## src/rtl/clken_pll_pkg.sv

```systemverilog
// Shared types and address-map constants for the clken_pll clock-enable generator.
// Optional phase registers are enabled with the CLKEN_PLL_PHASE_EN macro.
package clken_pll_pkg;

    localparam int unsigned DADDR_W  = 4;
    localparam int unsigned DIV_BASE = 0;

    typedef enum logic {
        StLocking = 1'b0,
        StLocked  = 1'b1
    } pll_state_e;

    // Phase registers sit directly above the divider block.
    function automatic int unsigned phase_base(input int unsigned channels);
        return DIV_BASE + channels;
    endfunction

endpackage

```

## src/rtl/clken_pll_chan.sv

```systemverilog
// One clock-enable channel: divider, optional phase, wrap counter and pulse decode.
// Phase register and its write port exist only when CLKEN_PLL_PHASE_EN is defined.
module clken_pll_chan
    import clken_pll_pkg::*;
#(
    parameter int unsigned      DIV_W   = 8,
    parameter logic [DIV_W-1:0] DIV_RST = 1
) (
    input  logic             refclk,
    input  logic             reset,
    input  logic             div_we,
`ifdef CLKEN_PLL_PHASE_EN
    input  logic             phase_we,
`endif
    input  logic [DIV_W-1:0] wdata,
    input  logic             locked,
    output logic             clken
);

    logic [DIV_W-1:0] div_q;
    logic [DIV_W-1:0] div_last;
    logic [DIV_W-1:0] cnt_q;
    logic [DIV_W-1:0] cnt_d;
    logic [DIV_W-1:0] load_val;

    always_ff @(posedge refclk) begin
        if (reset) begin
            div_q <= DIV_RST;
        end else if (div_we) begin
            div_q <= wdata;
        end
    end

`ifdef CLKEN_PLL_PHASE_EN
    logic [DIV_W-1:0] phase_q;

    always_ff @(posedge refclk) begin
        if (reset) begin
            phase_q <= '0;
        end else if (phase_we) begin
            phase_q <= wdata;
        end
    end

    // An out-of-range phase would never hit the wrap point, so start at zero instead.
    assign load_val = (phase_q >= div_q) ? '0 : phase_q;
`else
    assign load_val = '0;
`endif

    assign div_last = div_q - 1'b1;

    // While locking the counter tracks its load value, so it is aligned on lock entry.
    always_comb begin
        cnt_d = cnt_q;
        if (!locked) begin
            cnt_d = load_val;
        end else if (cnt_q == div_last) begin
            cnt_d = '0;
        end else begin
            cnt_d = cnt_q + 1'b1;
        end
    end

    always_ff @(posedge refclk) begin
        if (reset) begin
            cnt_q <= '0;
        end else begin
            cnt_q <= cnt_d;
        end
    end

    assign clken = locked && (cnt_q == div_last);

endmodule

```

## src/rtl/clken_pll.sv

```systemverilog
// Clock-enable "PLL": programmable per-channel enable pulses gated by a lock timer.
// Define CLKEN_PLL_PHASE_EN to add per-channel phase registers at the upper addresses.
module clken_pll
    import clken_pll_pkg::*;
#(
    parameter int unsigned                   CHANNELS    = 2,
    parameter int unsigned                   DIV_W       = 8,
    parameter int unsigned                   LOCK_CYCLES = 16,
    parameter logic [CHANNELS*DIV_W-1:0]     DIV_INIT    = {8'd20, 8'd5}
) (
    input  logic                refclk,
    input  logic                reset,
    input  logic                dcs,
    input  logic                dwe,
    input  logic [DADDR_W-1:0]  daddr,
    input  logic [DIV_W-1:0]    di,
    output logic                dack,
    output logic                derr,
    output logic [CHANNELS-1:0] clken,
    output logic                extlock
);

    localparam int unsigned   LCW       = (LOCK_CYCLES > 1) ? $clog2(LOCK_CYCLES) : 1;
    localparam logic [LCW-1:0] LOCK_LAST = LCW'(LOCK_CYCLES - 1);
    // One extra bit so 2*CHANNELS == 16 is still representable.
    localparam int unsigned   AW        = DADDR_W + 1;
    localparam logic [AW-1:0] PHASE_LO  = AW'(phase_base(CHANNELS));
    localparam logic [AW-1:0] PHASE_HI  = AW'(phase_base(CHANNELS) + CHANNELS);

    pll_state_e           state_q;
    pll_state_e           state_d;
    logic [LCW-1:0]       lock_cnt_q;
    logic [LCW-1:0]       lock_cnt_d;
    logic                 dack_q;
    logic                 derr_q;
    logic                 locked;
    logic [CHANNELS-1:0]  chan_en;
    logic [AW-1:0]        addr_x;
    logic                 wr;
    logic                 is_div;
    logic                 is_phase;
    logic                 accept;
    logic                 reject;

    // Write decode; reset masks the strobe so a simultaneous write is dropped.
    assign addr_x = {1'b0, daddr};
    assign wr     = dcs & dwe & ~reset;
    assign is_div = (addr_x < PHASE_LO);
`ifdef CLKEN_PLL_PHASE_EN
    assign is_phase = (addr_x >= PHASE_LO) && (addr_x < PHASE_HI);
`else
    assign is_phase = 1'b0;
`endif
    assign accept = wr && ((is_div && (|di)) || is_phase);
    assign reject = wr && !accept;

    always_ff @(posedge refclk) begin
        if (reset) begin
            dack_q <= 1'b0;
            derr_q <= 1'b0;
        end else begin
            dack_q <= accept;
            derr_q <= reject;
        end
    end

    always_ff @(posedge refclk) begin
        if (reset) begin
            state_q    <= StLocking;
            lock_cnt_q <= '0;
        end else begin
            state_q    <= state_d;
            lock_cnt_q <= lock_cnt_d;
        end
    end

    always_comb begin
        state_d    = state_q;
        lock_cnt_d = lock_cnt_q;
        if (accept) begin
            state_d    = StLocking;
            lock_cnt_d = '0;
        end else begin
            unique case (state_q)
                StLocking: begin
                    if (lock_cnt_q == LOCK_LAST) begin
                        state_d    = StLocked;
                        lock_cnt_d = '0;
                    end else begin
                        lock_cnt_d = lock_cnt_q + 1'b1;
                    end
                end
                StLocked: begin
                    state_d = StLocked;
                end
            endcase
        end
    end

    assign locked = (state_q == StLocked);

    for (genvar i = 0; i < CHANNELS; i++) begin : g_chan
        logic div_sel;
        assign div_sel = accept && is_div && (addr_x == AW'(DIV_BASE + i));
`ifdef CLKEN_PLL_PHASE_EN
        logic phase_sel;
        assign phase_sel = accept && is_phase && (addr_x == AW'(phase_base(CHANNELS) + i));
`endif

        clken_pll_chan #(
            .DIV_W   (DIV_W),
            .DIV_RST (DIV_INIT[i*DIV_W +: DIV_W])
        ) u_chan (
            .refclk   (refclk),
            .reset    (reset),
            .div_we   (div_sel),
`ifdef CLKEN_PLL_PHASE_EN
            .phase_we (phase_sel),
`endif
            .wdata    (di),
            .locked   (locked),
            .clken    (chan_en[i])
        );
    end

    // Outputs are forced quiet for every cycle reset is held, including the first.
    assign extlock = locked & ~reset;
    assign clken   = chan_en & {CHANNELS{~reset}};
    assign dack    = dack_q & ~reset;
    assign derr    = derr_q & ~reset;

endmodule

```

## config.mk

```make
export PLATFORM = sky130hd
export DESIGN_NAME = clken_pll
export DESIGN_NICKNAME = d
export VERILOG_FILES = /design/src/rtl/clken_pll_pkg.sv /design/src/rtl/clken_pll_chan.sv /design/src/rtl/clken_pll.sv
export SDC_FILE = /design/constraint.sdc
export NUM_CORES = 1
export LEC_CHECK = 0
export ABC_AREA = 1
export CAP_MARGIN = 10
export CORE_MARGIN = 10
export CORE_UTILIZATION = 55
export DETAILED_ROUTE_END_ITERATION = 8
export MAX_ROUTING_LAYER = met4
export PLACE_DENSITY = 0.77
export RECOVER_POWER = 50
export SLEW_MARGIN = 20
export SYNTH_ARGS = -nofsm -noshare
export SYNTH_HDL_FRONTEND = slang
export SYNTH_SLANG_ARGS = --single-unit
```

## constraint.sdc

```tcl
create_clock -name refclk -period 3.1 [get_ports refclk]
set_input_delay 0.465 -clock refclk [delete_from_list [all_inputs] [get_ports refclk]]
set_output_delay 0.465 -clock refclk [all_outputs]
set_load 0.02 [all_outputs]
```

==> After elaboration in Yosys (flattened, before gate mapping) <==
Cells that the tools add are included.
{ "totals": {"register_bits": 39, "output_inout_bits": 5, "input_bits": 16, "word_cells": 43} }
{ "op_classes": {"n_reduce_logical": 14, "n_mux": 3, "addsub": 5, "n_lt_le_gt_ge": 1, "n_eq_ne": 4, "bitwise": 8} }
{ "ops": {"columns": ["cell", "count"], "rows": [
  ["8-bit by 1-bit adder with 8-bit output, second input constant", 2],
  ["8-bit equality test", 2],
  ["8-bit by 1-bit subtractor with 8-bit output, second input constant", 2],
  ["1-bit logical AND", 8],
  ["8-bit OR reduction", 1],
  ["3-bit OR reduction", 2],
  ["1-bit AND", 5],
  ["5-bit logical NOT", 1],
  ["4-bit by 1-bit adder with 4-bit output, second input constant", 1],
  ["4-bit by 1-bit equality test with 1-bit output, second input constant", 1],
  ["4-bit equality test, second input constant", 1],
  ["4-bit by 2-bit less-than comparator with 1-bit output, second input constant", 1],
  ["4-bit 2-to-1 mux", 1],
  ["2-bit AND", 1],
  ["1-bit inverter", 2],
  ["1-bit case mux with 2 select lines", 1],
  ["2-bit OR reduction", 1],
  ["1-bit logical NOT", 1],
  ["1-bit 2-to-1 mux", 1]
]} }

==> Depth between registers and ports, before layout <==
Gate-level depths: netlist (run 1).
{ "depth": {"depth_word": 5, "mapped_depth": 12} }

==> Modules after synthesis <==
From an unflattened synthesis (run 1), not the netlist that was laid out.
{ "hier_totals": {"cells_unflattened": 326, "hier_area_um2": 2142.1} }
{ "by_module_without_submodules": {"columns": ["module", "area_per_inst_um2", "instances", "cells_each"], "rows": [
  ["clken_pll_chan", 868.3, 2, 131],
  ["clken_pll", 405.4, 1, 64]
]} }

==> Worst setup path after synthesis (run 1) <==
Ideal clock, no wire load.
{ "synth_path": {"path_type": "reg2out", "start": "register g_chan[0].u_chan.div_q[0]", "end": "output clken[0]", "path_slack_ps": 1053, "arrival_ps": 1582, "path_stages_with_launch": 12, "required_time_ps": 2635, "path_cell_list": "dfxtp_1 inv_2 ha_1 nand2_1 inv_1 nor2_1 nand2_1 nor2_1 nand3_1 nor2_1 nand3_2 nor2_1"} }
{ "synth_via": {"elab_chain_cells": 4} }
{ "synth_rtl": {"columns": ["element", "line_no", "source"], "rows": [
  ["start: declaration", "clken_pll_chan.sv:20", "logic [DIV_W-1:0] div_q;"],
  ["start signal: assignment", "clken_pll_chan.sv:30", "div_q <= wdata;"],
  ["8-bit by 1-bit subtractor with 8-bit output", "clken_pll_chan.sv:51", "assign div_last = div_q - 1'b1;"],
  ["8-bit equality test", "clken_pll_chan.sv:73", "assign clken = locked && (cnt_q == div_last);"],
  ["1-bit logical AND", "clken_pll_chan.sv:73", null],
  ["2-bit AND", "clken_pll.sv:128", "assign clken = chan_en & {CHANNELS{~reset}};"],
  ["end: declaration", "clken_pll.sv:19", "output logic [CHANNELS-1:0] clken,"]
]} }
No other way between the ends.

==> Worst setup path after layout (run 1) <==
{ "layout_path": {"start": "register g_chan[1].u_chan.div_q[0]", "end": "output clken[1]"} }
{ "layout_via": {"elab_chain_cells": 4} }
{ "layout_rtl": {"columns": ["element", "line_no"], "rows": [
  ["start: declaration", "clken_pll_chan.sv:20"],
  ["start signal: assignment", "clken_pll_chan.sv:30"],
  ["8-bit by 1-bit subtractor with 8-bit output", "clken_pll_chan.sv:51"],
  ["8-bit equality test", "clken_pll_chan.sv:73"],
  ["1-bit logical AND", "clken_pll_chan.sv:73"],
  ["2-bit AND", "clken_pll.sv:128"]
]} }
No other way between the ends.

==> metrics.txt, run 1 <==
insertion delay of the later-clocked pin in the worst-skew pair just under 0.3 ns; most frequently used cell type in the post-synthesis netlist sky130_fd_sc_hd__nor2_1; width of the chip 82.2 um; async set or reset register ratio after synthesis 0%; wire length of the first global-routing pass 7960 um; setup repair after global routing missed its margin no; pin count of the biggest net entering global routing 19; layout-stage area growth over the synthesis result 17.1%; register clock-pin slew on the reported worst setup and hold paths around 0.080 ns; initial core utilization 57.3%; DIE AREA 0.00676 sq mm; number of buffers on the longest clock path 2; arrival time at the worst endpoint 2.43 ns; number of global-route vias before repair roughly 1800; DIE HEIGHT ~82 um; sum of negative setup slack 0 ns; # H-tree levels 2; CTS root buf sky130_fd_sc_hd__clkbuf_8; leakage power summed over all cells between 1 and 1.5 nW; slew margin rel. approximately 81%; Most Used Layer, Global Route met2; status finished clean; Worst Max-Slew Pin Slew 0.286 ns; CP Data Required Time about 2.6 ns; leading post-synthesis cells by instance count 78 x sky130_fd_sc_hd__nor2_1, 71 x sky130_fd_sc_hd__nand2_1, 42 x sky130_fd_sc_hd__inv_1; via-per-instance ratio ~4.9; cell with the largest stage delay on the worst path sky130_fd_sc_hd__clkdlybuf4s50_1; number of endpoints with negative hold slack in the final report 0; Warnings, synthesis 0; time the final worst path needs with I/O delays and setup roughly 2.9 ns; CP max stage delay 0.63 ns; drc violations 0; top fanout value on the critical path 4; number of detailed-routing iterations run before antenna repair 4; met3 routing resource usage after global routing around 3.6%; post-route clock skew between 0.007 and 0.008 ns; period utilization ~93%; Crit path top cell by count sky130_fd_sc_hd__nor2_1; weighted congestion at the end of routability-driven global placement between 0.8 and 0.9; count of standard-cell rows 22; half-perimeter wire length after placement between 3000 and 4000 um; Post-CTS Setup Bufs 0; worst hold slack across all endpoints roughly 0.48 ns; Post-synth top flop sky130_fd_sc_hd__dfxtp_1; number of antenna violations at the first check in global routing 0; biggest area contributors in the synthesized netlist sky130_fd_sc_hd__dfxtp_1 37%, sky130_fd_sc_hd__nor2_1 14%, sky130_fd_sc_hd__nand2_1 13%, sky130_fd_sc_hd__inv_1 7.4%, sky130_fd_sc_hd__xor2_1 5.3%; residual antenna-violating net count after detailed routing 0; TritonCTS Buffers 5; GR met2 Demand/Resource 25.0%; flop and latch count out of synthesis 39; clock sink count 39; maximum clock frequency 346 MHz; global-route total usage across every layer between 10% and 20%; synthesized instance count around 320; share of cells above drive strength 1 roughly 6.9%; global-route congestion overflow total 0; largest area contributor in the synthesized netlist sky130_fd_sc_hd__dfxtp_1; count of port buffers added during placement 20; number of violations of the max-capacitance limit 0; Setup violations, final 0; path class of the lowest-slack min-delay path register to register; cells traversed along the worst timing path inv_1, ha_1, nand2_1, inv_1, nor2_1, nand2_1, nor2_1, nand3_1, nor2_1, nand3_2, nor2_1, clkdlybuf4s50_1; Crit Path Class register to output port; number of nets in the finished design 369; total number of vias between 1500 and 2000; standard cell core area 0.00372 sq mm; kind of end point of the critical path output port; area share of the largest cell type after synthesis between 30% and 40%; synthesized cell area roughly 0.0021 sq mm; count of flip-flops with a built-in enable after synthesis 0; Top-Level Pins 21; VDD IR max between 0.3 and 0.4 mV; total length of routed wires approximately 4600 um; number of nets produced by synthesis between 300 and 400; total power divided by cell area between 300 and 400 mW/mm^2; largest delay contributor family on the critical path buffers and inverters; met1 usage in global routing ~18%; DRC marker count from the first detailed-route iteration between 90 and 100; post-synthesis average cell area 6.64 sq um; Antenna diodes 0; Routed WL per cell between 10 and 15 um; post-synthesis sequential area ratio between 30% and 40%; TritonCTS clock tree yes; Startpoint Class register; Netlist cell types 25; max-slew violation count 0; crit path buf inv count 3
worst min-delay path: stages, from the launching register on:
cell	delay, ns
sky130_fd_sc_hd__dfxtp_1	0.32
sky130_fd_sc_hd__nand2_1	0.05
sky130_fd_sc_hd__a21oi_1	0.05
kinds of logic after synthesis:
family	after synthesis	share of synthesized area [%]
fa+ha+maj	5	2.94
flops	39	36.6
buf+inv	46	8.10
simple gates	195	39.7
xor+xnor	19	8.51
compound gates	17	4.11
cells in the final DEF, fill, tap and decap left out, types with 2 or more instances in the layout:
cell type                         synthesis  layout
sky130_fd_sc_hd__clkbuf_8                 0       5
sky130_fd_sc_hd__clkdlybuf4s50_1          0      18
sky130_fd_sc_hd__dfxtp_1                 39      39
sky130_fd_sc_hd__ha_1                     5       5
sky130_fd_sc_hd__inv_1                   42      42
sky130_fd_sc_hd__inv_2                    3       3
sky130_fd_sc_hd__nand2_1                 71      74
sky130_fd_sc_hd__nand3_1                 22      22
sky130_fd_sc_hd__nand3_2                  2       2
sky130_fd_sc_hd__nand3b_1                 2       2
sky130_fd_sc_hd__nand4_1                  3       3
sky130_fd_sc_hd__nor2_1                  78      78
sky130_fd_sc_hd__nor2_2                   6       6
sky130_fd_sc_hd__nor3_1                   3       3
sky130_fd_sc_hd__o21ai_0                 15      15
sky130_fd_sc_hd__xnor2_1                  5       5
sky130_fd_sc_hd__xor2_1                  13      13
layer usage:
metal | vias up | share of wire (%) | routed length (um)
met1 | 851 | 46 | 2110
met4 | 0 | 1.3 | 60
met2 | 33 | 49 | 2240
met5 | - | 0 | 0
met3 | 5 | 3.6 | 163
li1 | 1043 | - | -
power breakdown:
| group | internal (mW) | switching, mW | total [mW] |
|---|---|---|---|
| registers | 0.506 | 0.00493 | 0.511 |
| logic | 0.0268 | 0.0245 | 0.0512 |
| clock network | 0.240 | 0.182 | 0.421 |
| total | 0.773 | 0.211 | 0.984 |
per-stage QoR:
step | instance area, sq um | instances | total power, mW | utilization, % | setup WS, ns
finish | 2500 | 397 | 0.984 | 67.2 | 0.207
global route | 2500 | 397 | 1.02 | 67.2 | 0.0767
CTS | 2510 | 397 | 0.992 | 67.5 | 0.190
detailed placement | 2390 | 389 | 0.576 | 64.4 | 0.523
global placement | 2390 | 389 | 0.574 | 64.4 | 0.545
floorplan | 2130 | 321 | 0.545 | - | 1.05
what timing repair did:
action	4_1_cts	5_1_grt
gates resized for setup	0	1
hold buffers	0	0
endpoints found under the setup margin	0	1
cell type report:
type | count | area (sq um)
fillers | 333 | 1220
multi-input cells | 236 | 1160
flip-flops and latches | 39 | 781
repair buffers | 21 | 210
inverters | 45 | 169
clock buffers | 5 | 68.8
well taps | 48 | 60.1
clock inverters | 3 | 43.8
worst paths after layout:
| check | slack (ns) | from | cells after the start | to |
|---|---|---|---|---|
| setup / recovery | 0.21 | g_chan[1].u_chan.div_q[0]$_SDFFE_PP0P_ | 12 | clken[1] |
| hold / removal | 0.48 | locked$_SDFF_PP0_ | 2 | lock_cnt_q[1]$_SDFFE_PP0N_ |
| setup reg to reg | 1.31 | g_chan[1].u_chan.div_q[0]$_SDFFE_PP0P_ | 12 | g_chan[1].u_chan.cnt_q[5]$_SDFF_PP0_ |
| hold reg to reg | 0.48 | locked$_SDFF_PP0_ | 2 | lock_cnt_q[1]$_SDFFE_PP0N_ |
sequential cells by signal (all words and copies together), names as in the netlist:
name	flops
g_chan.u_chan.cnt_q	16
lock_cnt_q	4
g_chan.u_chan.div_q	16
derr_q	1
locked	1
dack_q	1
Note: power is estimated with default switching activity, not from simulation.
==> run 2, diff against run 1 <==
--- a/config.mk
+++ b/config.mk
@@ -16,4 +16,5 @@
 export SLEW_MARGIN = 20
 export SYNTH_ARGS = -nofsm -noshare
 export SYNTH_HDL_FRONTEND = slang
+export SYNTH_HIERARCHICAL = 1
 export SYNTH_SLANG_ARGS = --single-unit
==> metrics.txt, run 2 <==
leading post-synthesis cells by instance count 69 x sky130_fd_sc_hd__nand2_1, 66 x sky130_fd_sc_hd__nor2_1, 50 x sky130_fd_sc_hd__inv_1; total length of routed wires approximately 4400 um; synthesized instance count between 300 and 400; weighted congestion at the end of routability-driven global placement approximately 0.92; DIE HEIGHT between 80 and 90 um; status finished clean; global-route total usage across every layer 14.7%; largest area contributor in the synthesized netlist sky130_fd_sc_hd__dfxtp_1; count of standard-cell rows 22; clock sink count 39; count of flip-flops with a built-in enable after synthesis 0; maximum clock frequency approximately 380 MHz; global-route congestion overflow total 0; number of buffers on the longest clock path 2; via-per-instance ratio a little under 5; async set or reset register ratio after synthesis 0%; Post-synth top flop sky130_fd_sc_hd__dfxtp_1; R2R Setup Slk approximately 1.3 ns; total number of vias 1939; number of nets produced by synthesis 347; wire length of the first global-routing pass ~7600 um; number of detailed-routing iterations run before antenna repair 5; number of stages on the worst hold path 1; setup repair after global routing missed its margin no; Worst Max-Slew Pin Slew approximately 0.56 ns; TritonCTS clock tree yes; largest registers g_chan.u_chan/cnt_q x16, g_chan.u_chan/div_q x16, lock_cnt_q x4; register clock-pin slew on the reported worst setup and hold paths 0.07 ns; total power divided by cell area 385 mW/mm^2; number of nets in the finished design 371; number of global-route vias before repair between 1500 and 2000; slew margin rel. between 60% and 70%; sum of negative setup slack 0 ns; insertion delay of the later-clocked pin in the worst-skew pair about 0.30 ns; CP max stage delay ~0.34 ns; post-synthesis sequential area ratio 36.4%; largest delay contributor family on the critical path simple AND/OR/NAND/NOR gates; time the final worst path needs with I/O delays and setup approximately 2.6 ns; Crit Path Class register to output port; post-route clock skew between 0.008 and 0.009 ns; count of port buffers added during placement 20; most frequently used cell type in the post-synthesis netlist sky130_fd_sc_hd__nand2_1; residual antenna-violating net count after detailed routing 0; number of antenna violations at the first check in global routing 0; synthesized cell area 0.00214 sq mm; biggest area contributors in the synthesized netlist sky130_fd_sc_hd__dfxtp_1 36%, sky130_fd_sc_hd__nand2_1 12%, sky130_fd_sc_hd__nor2_1 12%, sky130_fd_sc_hd__inv_1 8.8%, sky130_fd_sc_hd__xor2_1 6.1%; Netlist cell types 24; Startpoint Class register; # H-tree levels 2; path class of the lowest-slack min-delay path register to register; initial core utilization between 50% and 60%; half-perimeter wire length after placement about 3500 um; Reg2Reg Depth 11; Levels on crit path 13; top fanout value on the critical path 4; flop and latch count out of synthesis 39; pin count of the biggest net entering global routing 16; post-synthesis average cell area approximately 6.6 sq um; DIE AREA a little under 0.007 sq mm; leakage power summed over all cells between 1 and 1.5 nW; crit path buf inv count 3; cells traversed along the worst timing path inv_1, ha_1, nand2_1, o21ai_0, nand2_1, nand2_1, nand2_1, nor2_1, nand2_2, nor2_1, inv_1, nor2_1, dlymetal6s2s_1; Warnings, synthesis 6; Crit path top cell by count sky130_fd_sc_hd__nand2_1; arrival time at the worst endpoint 2.17 ns; number of endpoints with negative hold slack in the final report 0; total chip power ~0.95 mW; width of the chip 82.4 um; CP Data Required Time roughly 2.6 ns; CTS root buf sky130_fd_sc_hd__clkbuf_8; leading cell types in the layout, fill and taps excluded 72 x sky130_fd_sc_hd__nand2_1, 66 x sky130_fd_sc_hd__nor2_1, 50 x sky130_fd_sc_hd__inv_1; number of violations of the max-capacitance limit 0; Routed WL per cell 11.1 um; drc violations 0; share of cells above drive strength 1 3.99%; max-slew violation count 0; post-layout utilization of the core 66.5%; kind of end point of the critical path output port; standard cell core area 0.00372 sq mm; Antenna diodes 0; Top-Level Pins 21; cell with the largest stage delay on the worst path sky130_fd_sc_hd__dfxtp_1; period utilization 85.2%; layout-stage area growth over the synthesis result 15.3%; Setup violations, final 0; most frequent standard cell in the layout excluding fill and tap cells sky130_fd_sc_hd__nand2_1; TritonCTS Buffers 5; DRC marker count from the first detailed-route iteration around 130; VDD IR max roughly 0.23 mV; area share of the largest cell type after synthesis around 36%
## run 2: cells by family after synthesis
family / count (synthesis) / synth area share, %
AO/OA/AOI/OAI: 38 / 9.00
XOR/XNOR: 21 / 8.59
adder cells (fa/ha/maj): 5 / 2.92
buffers and inverters: 55 / 9.75
flip-flops: 39 / 36.4
multiplexers: 1 / 0.467
AND/OR/NAND/NOR: 167 / 32.8
## run 2: where the power goes
part           total, mW  switching (mW)  internal [mW]  leakage, nW
clock network      0.382           0.179          0.203       0.0515
logic             0.0580          0.0283         0.0297        0.750
registers          0.511         0.00469          0.506        0.315
total              0.951           0.212          0.739         1.12
## run 2: layout make-up
class	instances	area, sq um
inverters	51	191
well taps	48	60.1
clock buffers	8	100
multi-input cells	232	1120
fillers	343	1250
flip-flops and latches	39	781
repair buffers	21	213
## run 2: repair_timing
item | CTS | global route
hold buffers | 0 | 0
setup endpoints to repair | 0 | 2
gates resized for setup | 0 | 2
setup buffers | 0 | 0
## run 2: path summary, 6_finish.rpt
kind                                                             start                                   end
worst max-delay path            g_chan[0].u_chan/div_q[0]$_SDFFE_PP1P_                              clken[0]
worst min-delay path              g_chan[0].u_chan/cnt_q[0]$_SDFF_PP0_  g_chan[0].u_chan/cnt_q[0]$_SDFF_PP0_
worst max register to register  g_chan[0].u_chan/div_q[0]$_SDFFE_PP1P_  g_chan[0].u_chan/cnt_q[0]$_SDFF_PP0_
worst min register to register    g_chan[0].u_chan/cnt_q[0]$_SDFF_PP0_  g_chan[0].u_chan/cnt_q[0]$_SDFF_PP0_
## run 2: per-layer routing
metal	part of all wire (%)	vias to the layer above	wire (um)	global-route usage (%)
met5	0	-	0	-
li1	-	1046	-	-
met4	1.6	0	72	5.78
met3	5.6	6	248	4.97
met1	52	849	2290	18.8
met2	41	38	1830	20.8
## run 2: through the flow
| step | hold WS [ns] | std cells | instance area, sq um | setup WS, ns |
|---|---|---|---|---|
| after floorplan | 0.439 | 326 | 2140 | 0.967 |
| after global placement | 0.457 | 391 | 2390 | 0.443 |
| after detailed placement | 0.468 | 391 | 2390 | 0.395 |
| after CTS | 0.479 | 399 | 2490 | 0.0584 |
| after global routing | 0.501 | 399 | 2470 | 0.192 |
| final | 0.479 | 399 | 2470 | 0.460 |
